**src/rtl/tug_pkg.sv**
```systemverilog
// rtl/tug_pkg.sv - shared playfield constants, position type and LED decode
// Also used by the victory checker.
package tug_pkg;

    localparam int N_LEDS     = 9;
    localparam int POS_CENTRE = 5;
    localparam int POS_MIN    = 1;
    localparam int POS_MAX    = 9;

    typedef logic [3:0] pos_t;

    // One-hot decode: position p lights bit p-1; out-of-range codes light nothing.
    function automatic logic [N_LEDS-1:0] pos_to_led(input pos_t p);
        logic [N_LEDS-1:0] v;
        v = '0;
        for (int i = 0; i < N_LEDS; i++) begin
            if (p == pos_t'(i + 1)) begin
                v[i] = 1'b1;
            end
        end
        return v;
    endfunction

endpackage

```
**src/rtl/tug_key_cond.sv**
```systemverilog
// rtl/tug_key_cond.sv - key synchronizer, optional debounce and rising-edge press pulse
// Ports: clk, reset (sync, active-high), key (raw async level), press (one-cycle pulse).
// Optional feature: TUG_DEBOUNCE_EN adds a DEBOUNCE_CYCLES stability filter after the synchronizer.
module tug_key_cond #(
    parameter int DEBOUNCE_CYCLES = 16
) (
    input  logic clk,
    input  logic reset,
    input  logic key,
    output logic press
);

    if (DEBOUNCE_CYCLES < 1) begin : g_param_check
        $error("DEBOUNCE_CYCLES must be at least 1");
    end

    logic sync1;
    logic sync2;
    logic level;
    logic prev;

    always_ff @(posedge clk) begin
        if (reset) begin
            sync1 <= 1'b0;
            sync2 <= 1'b0;
        end else begin
            sync1 <= key;
            sync2 <= sync1;
        end
    end

`ifdef TUG_DEBOUNCE_EN
    localparam int CW = $clog2(DEBOUNCE_CYCLES + 1);

    logic [CW-1:0] cnt;
    logic          acc;

    // The counter runs only while sync2 disagrees with the accepted level;
    // any return to agreement clears it, so short bounces never get through.
    always_ff @(posedge clk) begin
        if (reset) begin
            cnt <= '0;
            acc <= 1'b0;
        end else if (sync2 == acc) begin
            cnt <= '0;
        end else if (cnt == CW'(DEBOUNCE_CYCLES)) begin
            acc <= sync2;
            cnt <= '0;
        end else begin
            cnt <= cnt + 1'b1;
        end
    end

    assign level = acc;
`else
    assign level = sync2;
`endif

    always_ff @(posedge clk) begin
        if (reset) begin
            prev <= 1'b0;
        end else begin
            prev <= level;
        end
    end

    // Both terms are registers, so the pulse is clean for the whole cycle.
    assign press = level & ~prev;

endmodule

```
**src/rtl/tug_field.sv**
```systemverilog
// rtl/tug_field.sv - tug-of-war playfield: press conditioning and one-hot light position
// Ports: clk, reset (sync, active-high), key_l/key_r (raw keys), freeze (hold position),
//        l_press/r_press (press pulses), led[8:0] (one-hot, led[8] = left end),
//        at_left = led[8], at_right = led[0].
// Optional feature: TUG_DEBOUNCE_EN (debounce inside tug_key_cond).
module tug_field
    import tug_pkg::*;
#(
    parameter int DEBOUNCE_CYCLES = 16
) (
    input  logic              clk,
    input  logic              reset,
    input  logic              key_l,
    input  logic              key_r,
    input  logic              freeze,
    output logic              l_press,
    output logic              r_press,
    output logic [N_LEDS-1:0] led,
    output logic              at_left,
    output logic              at_right
);

    pos_t pos;
    pos_t pos_next;

    tug_key_cond #(.DEBOUNCE_CYCLES(DEBOUNCE_CYCLES)) u_key_l (
        .clk   (clk),
        .reset (reset),
        .key   (key_l),
        .press (l_press)
    );

    tug_key_cond #(.DEBOUNCE_CYCLES(DEBOUNCE_CYCLES)) u_key_r (
        .clk   (clk),
        .reset (reset),
        .key   (key_r),
        .press (r_press)
    );

    // Simultaneous presses cancel; the ends saturate rather than wrap so the
    // victory checker sees the light parked on the edge LED.
    always_comb begin
        pos_next = pos;
        if (!freeze) begin
            if (l_press && !r_press && pos != pos_t'(POS_MAX)) begin
                pos_next = pos + 4'd1;
            end else if (r_press && !l_press && pos != pos_t'(POS_MIN)) begin
                pos_next = pos - 4'd1;
            end
        end
    end

    always_ff @(posedge clk) begin
        if (reset) begin
            pos <= pos_t'(POS_CENTRE);
        end else begin
            pos <= pos_next;
        end
    end

    assign led      = pos_to_led(pos);
    assign at_left  = led[N_LEDS-1];
    assign at_right = led[0];

endmodule

```
**config.mk**
```make
export PLATFORM = sky130hd
export DESIGN_NAME = tug_field
export DESIGN_NICKNAME = d
export VERILOG_FILES = /design/src/rtl/tug_pkg.sv /design/src/rtl/tug_key_cond.sv /design/src/rtl/tug_field.sv
export SDC_FILE = /design/constraint.sdc
export NUM_CORES = 1
export LEC_CHECK = 0
export ABC_CLOCK_PERIOD_IN_PS = 4500
export BUFFER_PORTS_ARGS = -buffer_cell sky130_fd_sc_hd__buf_2
export CORE_AREA = 10 10 47 49
export DETAILED_ROUTE_END_ITERATION = 10
export DIE_AREA = 0 0 57 59
export PLACE_DENSITY = 0.81
export SLEW_MARGIN = 30
export SYNTH_ARGS = -nofsm -noshare
export SYNTH_HDL_FRONTEND = slang
export SYNTH_HIERARCHICAL = 1
export SYNTH_SLANG_ARGS = --single-unit
```
**constraint.sdc**
```tcl
create_clock -name clk -period 4.5 [get_ports clk]
set_clock_uncertainty 0.2 [all_clocks]
set_input_delay 0 -clock clk [delete_from_list [all_inputs] [get_ports clk]]
set_output_delay 0 -clock clk [all_outputs]
set_load 0.02 [all_outputs]
```
==> results of run 1 <==
## cells in the mapped netlist, types with 2 or more instances
| cell type | instances | share of area |
|---|---|---|
| and2_1 | 7 | 0.070 |
| inv_1 | 3 | 0.018 |
| nand2_1 | 2 | 0.012 |
| nand2b_1 | 2 | 0.020 |
| dfxtp_1 | 10 | 0.32 |
| xnor2_1 | 3 | 0.042 |
| buf_4 | 3 | 0.036 |
| nor2b_2 | 2 | 0.028 |
| or3_1 | 3 | 0.030 |
| nor2_1 | 5 | 0.030 |
| nor2b_1 | 6 | 0.060 |
| ha_1 | 4 | 0.080 |
## routing by layer
layer  up-vias  routed length (µm)  part of all wire
met5         -                   0                 0
met4         0                   0                 0
met3         0                  79             0.057
met2        10                 731              0.53
met1       254                 573              0.41
li1        278                   -                 -
## critical path: cells and delay by family (launching register included)
kind | cells | cell delay [ps]
buffers and inverters | 1 | 90
adder cells (fa/ha/maj) | 1 | 240
AND/OR/NAND/NOR | 2 | 530
flip-flops | 1 | 400
AO/OA/AOI/OAI | 2 | 400
## worst paths after layout
check	start	to	cells past startpoint
max	pos[1]$_SDFFE_PP0P_	pos[3]$_SDFFE_PP0P_	6
min	u_key_r/sync1$_SDFF_PP0_	u_key_r/level$_SDFF_PP0_	1
max reg2reg	pos[1]$_SDFFE_PP0P_	pos[3]$_SDFFE_PP0P_	6
min reg2reg	u_key_r/sync1$_SDFF_PP0_	u_key_r/level$_SDFF_PP0_	1
## cell type report
class                      instances  area, µm²  area share
clock buffer                       4      36.28     0.04589
sequential                        10      200.2      0.2532
tap                               16      20.02     0.02532
inverter                           3      11.26     0.01424
multi-input combinational         53      377.9      0.4778
timing repair buffer              23      145.1      0.1835
## kinds of logic (layout without fill, tap and decap cells)
group	after synthesis	in the layout
xor gates and xnor gates	3	3
AOI/OAI and AO/OA	8	8
and+or+nand+nor	37	37
adders and majority gates	4	4
muxes	1	1
DFF	10	10
buffers and inverters	7	30
## stage by stage
step	power (W)	worst slack [ps]	cell area (µm²)	hold slack (ps)
global placement	0.0001214	2619	694.4	6.319
global route	0.0002120	2406	790.8	246.5
CTS	0.0002044	2535	790.8	240.8
floorplan	0.0001135	2581	623.1	-130.9
detailed placement	0.0001221	2539	694.4	15.66
finish	0.0002021	2518	790.8	232.7
## flip-flops by register name (all words and copies together), names as in the netlist
name and cells:
u_key_r/sync1 1, pos 4, u_key_l/level 1, u_key_r/level 1
u_key_l/prev 1, u_key_r/prev 1, u_key_l/sync1 1
## power by group through the flow
stage,Combinational [W],Sequential [W],Clock [W]
3_5_place_dp,0.0000261,0.0000959,0
6_report,0.0000304,0.0000939,0.0000777
4_1_cts,0.0000302,0.0000939,0.0000802
5_1_grt,0.0000335,0.0000943,0.0000842
3_3_place_gp,0.0000257,0.0000957,0
2_1_floorplan,0.0000182,0.0000953,0
## repair_timing
item / in CTS / in global routing
hold endpoints to repair: 10 / 0
endpoints found under the setup margin: 0 / 0
hold buffers: 6 / 0
==> metrics.cfg, run 1 <==
[status]
status = complete, no violations

[synth]
synthXorXnorAreaFrac = 0.04217
synth.distinct_cells = 32
synthArstFlopShare = 0
syn_nets = 79
syn_area_per_cell_um2 = 8.901
synth_top_family_by_area = simple AND/OR/NAND/NOR gates
synthAdderAreaFrac = 0.08032
synth-main-ff-cell = dfxtp_1
syn-instance-count = 70
synth_mux_area_frac = 0.01606
netlist_area_um2 = 623.1
synth_edf_count = 0
synth_simple_gate_area_frac = 0.3655
ys_seq_area_frac = 0.3213
synth_compound_area_frac = 0.1024
yosys_warnings = 6
ys_seq_elements = 10

[floorplanning]
dieArea_mm2 = 0.003363
die_width_um = 57
die_h_um = 59
start_util = 0.4446
fp-row-count = 14
core_area_mm2 = 0.001401
io_pins = 18

[timing]
rsz0062_at_grt = no
timing_hold_violations_final = 0
setup_viol = 0
fmax_ghz = 0.5046
worst_pin_slew_ps = 458.1
setup_tns_ps = 0
period_minus_slack_ps = 1982
fin_crit_sh = 0.4404
slew_headroom = 0.6946
slew_violations = 0

[clock_tree]
path_clk_slew_ps = 60
postCtsSetupRepairBufs = 0
ctsLongestPathBuffers = 2
htree_levels = 1
cts_resized = 0
cts_root_buf = clkbuf_4
numCtsBuffers = 3
clk_latency_ps = 260
cts_tree = done
cts_sinks = 10

[drt]
firstDrtPassIters = 4
wirelength_mm = 1.384
drt-initial-drc-count = 6
vias = 542
routed_via_density = 4.972
remaining_drc_errors = 0
wl_per_cell_um = 12.70
ant_nets = 0

[global_route]
grtUsageMet1 = 0.08173
grt_use_met2 = 0.1566
grt_use_met3 = 0.04506
grtUsageTotal = 0.08594
busiest_layer = met2
grt_pass1_vias = 541
antenna_found_initial = 0
grt_pass1_wl_mm = 2.332
overflow = 0
grt_start_max_net_pins = 14

[cells_and_area]
drive_above_1_share = 0.2688
final_cell_mix = 17 x buf_2, 10 x dfxtp_1, 7 x and2_1
layoutNonFillerInstCount = 109
fill_cells = 126
n_antenna_cell = 0
finalNetCount = 103
final_common_cell = buf_2
syn_to_final_growth_pct = 26.91
utilization = 0.5643

[power]
comb_power_share = 0.151
p_sw_w = 0.00004675
swShare = 0.2314
pwr-share-clk = 0.384
ir_drop_mv = 0.1691
p_leak_nw = 0.3784
power-per-cell-area_mw_per_mm2 = 255.5
pwr-share-seq = 0.465
p_int_w = 0.0001553

[setup_path]
startpoint_type = flop
crit_arrival_ps = 1920
r2r_setup_slack_ps = 2520
crit_type = flop to flop
required_ps = 4430
end_kind = flop
slowest_delay_ps = 400
crit_chain = inv_1 -> ha_1 -> and3b_1 -> or2_0 -> a221oi_1 -> o211ai_1
cp_slowest_cell = dfxtp_1
crit_fanout = 8

[placement]
dp_hpwl_mm = 1.037
portBuffers = 17
dp.cells = 99
place_congestion = 0.7695

[flow_run]
cap_violations = 0

[worst_hold_path]
hold_path.class = flop to flop

(Power assumes the default switching activity.)
==> run 2, diff against run 1 <==
--- a/config.mk
+++ b/config.mk
@@ -5,12 +5,12 @@
 export SDC_FILE = /design/constraint.sdc
 export NUM_CORES = 1
 export LEC_CHECK = 0
-export ABC_CLOCK_PERIOD_IN_PS = 4500
+export ABC_CLOCK_PERIOD_IN_PS = 2000
 export BUFFER_PORTS_ARGS = -buffer_cell sky130_fd_sc_hd__buf_2
-export CORE_AREA = 10 10 47 49
+export CORE_MARGIN = 10
+export CORE_UTILIZATION = 48
 export DETAILED_ROUTE_END_ITERATION = 10
-export DIE_AREA = 0 0 57 59
-export PLACE_DENSITY = 0.81
+export PLACE_DENSITY = 0.83
 export SLEW_MARGIN = 30
 export SYNTH_ARGS = -nofsm -noshare
 export SYNTH_HDL_FRONTEND = slang
==> constraint.sdc (replaced) <==
create_clock -name clk -period 2 [get_ports clk]
set_clock_uncertainty 0.2 [all_clocks]
set_input_delay 0 -clock clk [delete_from_list [all_inputs] [get_ports clk]]
set_output_delay 0 -clock clk [all_outputs]
set_load 0.02 [all_outputs]
==> run 2 against run 1 <==
Design area is 1.1% lower. Via count is 5.2% lower. Global-route usage is 0.14 points higher. Critical endpoint unchanged.
==> metrics.cfg, run 2 (same netlist as run 1, synthesis figures left out) <==
[drt]
wl_per_cell_um = 12.49
wirelength_mm = 1.336
remaining_drc_errors = 0
firstDrtPassIters = 4
routed_via_density = 4.804
vias = 514
drt-initial-drc-count = 2
ant_nets = 0

[placement]
place_congestion = 0.8000
dp.cells = 98
dp_hpwl_um = 999.7
pre_cts_slack_ps = 107.4
portBuffers = 17

[worst_hold_path]
timing.hold.worst.start = u_key_l/sync1$_SDFF_PP0_
hold_path.class = flop to flop

[setup_path]
r2r_setup_slack_ps = 110
r2r_start = pos[0]$_SDFFE_PP1P_
slowest_delay_ps = 360
startpoint = pos[0]$_SDFFE_PP1P_
startpoint_type = flop
crit_fanout = 8
required_ps = 1930
end_kind = flop
cp_slowest_cell = dfxtp_1
crit_arrival_ps = 1810
crit_type = flop to flop
crit_chain = ha_1 -> and3b_1 -> or2_0 -> a221oi_1 -> o211ai_1

[flow_run]
cap_violations = 0

[floorplanning]
io_pins = 18
die_width_um = 56.03
fp-row-count = 12
start_util = 0.5321
die_h_um = 56.03
dieArea_mm2 = 0.003139
core_area_mm2 = 0.001171

[timing]
period_minus_slack_ps = 1886
slew_headroom = 0.7043
slew_violations = 0
fin_crit_sh = 0.9430
worst_pin_slew_ps = 443.6
fmax_ghz = 0.5302
setup_tns_ps = 0
timing_hold_violations_final = 0
setup_viol = 0
holdWs_ps = 261.5
worst_slack_ps = 114.1
rsz0062_at_grt = no

[clock_tree]
clk_latency_ps = 260
numCtsBuffers = 3
ctsLongestPathBuffers = 2
cts_root_buf = clkbuf_4
htree_levels = 1
path_clk_slew_ps = 60
cts_tree = done
postCtsSetupRepairBufs = 0
cts_sinks = 10

[power]
p_leak_nw = 0.3767
swShare = 0.2407
p_sw_w = 0.00009784
pwr-share-seq = 0.521
comb_power_share = 0.169
p_int_w = 0.0003086
pwr-share-clk = 0.310
ir_drop_mv = 0.4206
power-per-cell-area_mw_per_mm2 = 519.7

[cells_and_area]
final_common_cell = buf_2
drive_above_1_share = 0.2688
syn_to_final_growth_pct = 25.50
utilization = 0.6677
n_antenna_cell = 0
final_cell_mix = 17 x buf_2, 10 x dfxtp_1, 7 x and2_1
top_register = pos
largest_reg_flops = 4
layoutNonFillerInstCount = 107
finalNetCount = 104

[global_route]
overflow = 0
grt_pass1_vias = 525
grt_pass1_wl_mm = 2.290
grtUsageTotal = 0.08731
antenna_found_initial = 0
grt_start_max_net_pins = 14

[status]
status = complete, no violations

-- run 2: changes by cell type in the layout (fill, tap and decap cells not counted) --
| cell | previous run | this run |
|---|---|---|
| clkbuf_8 | 1 | 0 |
| buf_4 | 0 | 1 |
-- run 2: per-stage QoR --
stage	cell area [µm²]	power, W
after floorplan	623.1	0.0002553
after global placement	699.4	0.0002734
final	782.0	0.0004064
after CTS	782.0	0.0004142
after detailed placement	699.4	0.0002752
after global routing	782.0	0.0004299
-- run 2: area by class of cell --
type | count | area (µm²)
multi-input combinational | 53 | 377.9
tap | 14 | 17.52
clock buffer | 3 | 22.52
inverter | 3 | 11.26
sequential | 10 | 200.2
fill | 101 | 389.1
timing repair buffer | 24 | 152.6
-- run 2: worst paths after layout --
kind / cells after the start / to
max: 5 / pos[3]$_SDFFE_PP0P_
max reg2reg: 5 / pos[3]$_SDFFE_PP0P_
min: 1 / u_key_l/level$_SDFF_PP0_
min reg2reg: 1 / u_key_l/level$_SDFF_PP0_
-- run 2: timing repair --
| item | CTS | global route |
|---|---|---|
| gates resized for setup | 0 | 0 |
| hold buffers | 6 | 0 |
| endpoints found under the hold margin | 10 | 0 |
-- run 2: worst max-delay path: cells and delay by family, from the launching register on --
family	cells	cell delay, ps
AO/OA/AOI/OAI	2	390
adder cells (fa/ha/maj)	1	270
flip-flops	1	360
AND/OR/NAND/NOR	2	540
-- run 2: power by group through the flow --
stage	combinational, W	sequential [W]	clock [W]
after floorplan	0.0000409	0.000214	0
after global placement	0.0000583	0.000215	0
after detailed placement	0.0000597	0.000215	0
after CTS	0.0000688	0.000211	0.000134
after global routing	0.0000766	0.000212	0.000141
final	0.0000687	0.000212	0.000126
-- run 2: per-layer routing --
layer | vias up | GRT usage | part of all wire | routed length, µm
met5 | - | 0 | 0 | 0
met4 | 0 | 0.02048 | 0 | 0
met3 | 0 | 0.05011 | 0.068 | 91
met2 | 14 | 0.1496 | 0.50 | 667
met1 | 220 | 0.08886 | 0.43 | 576
li1 | 280 | - | - | -
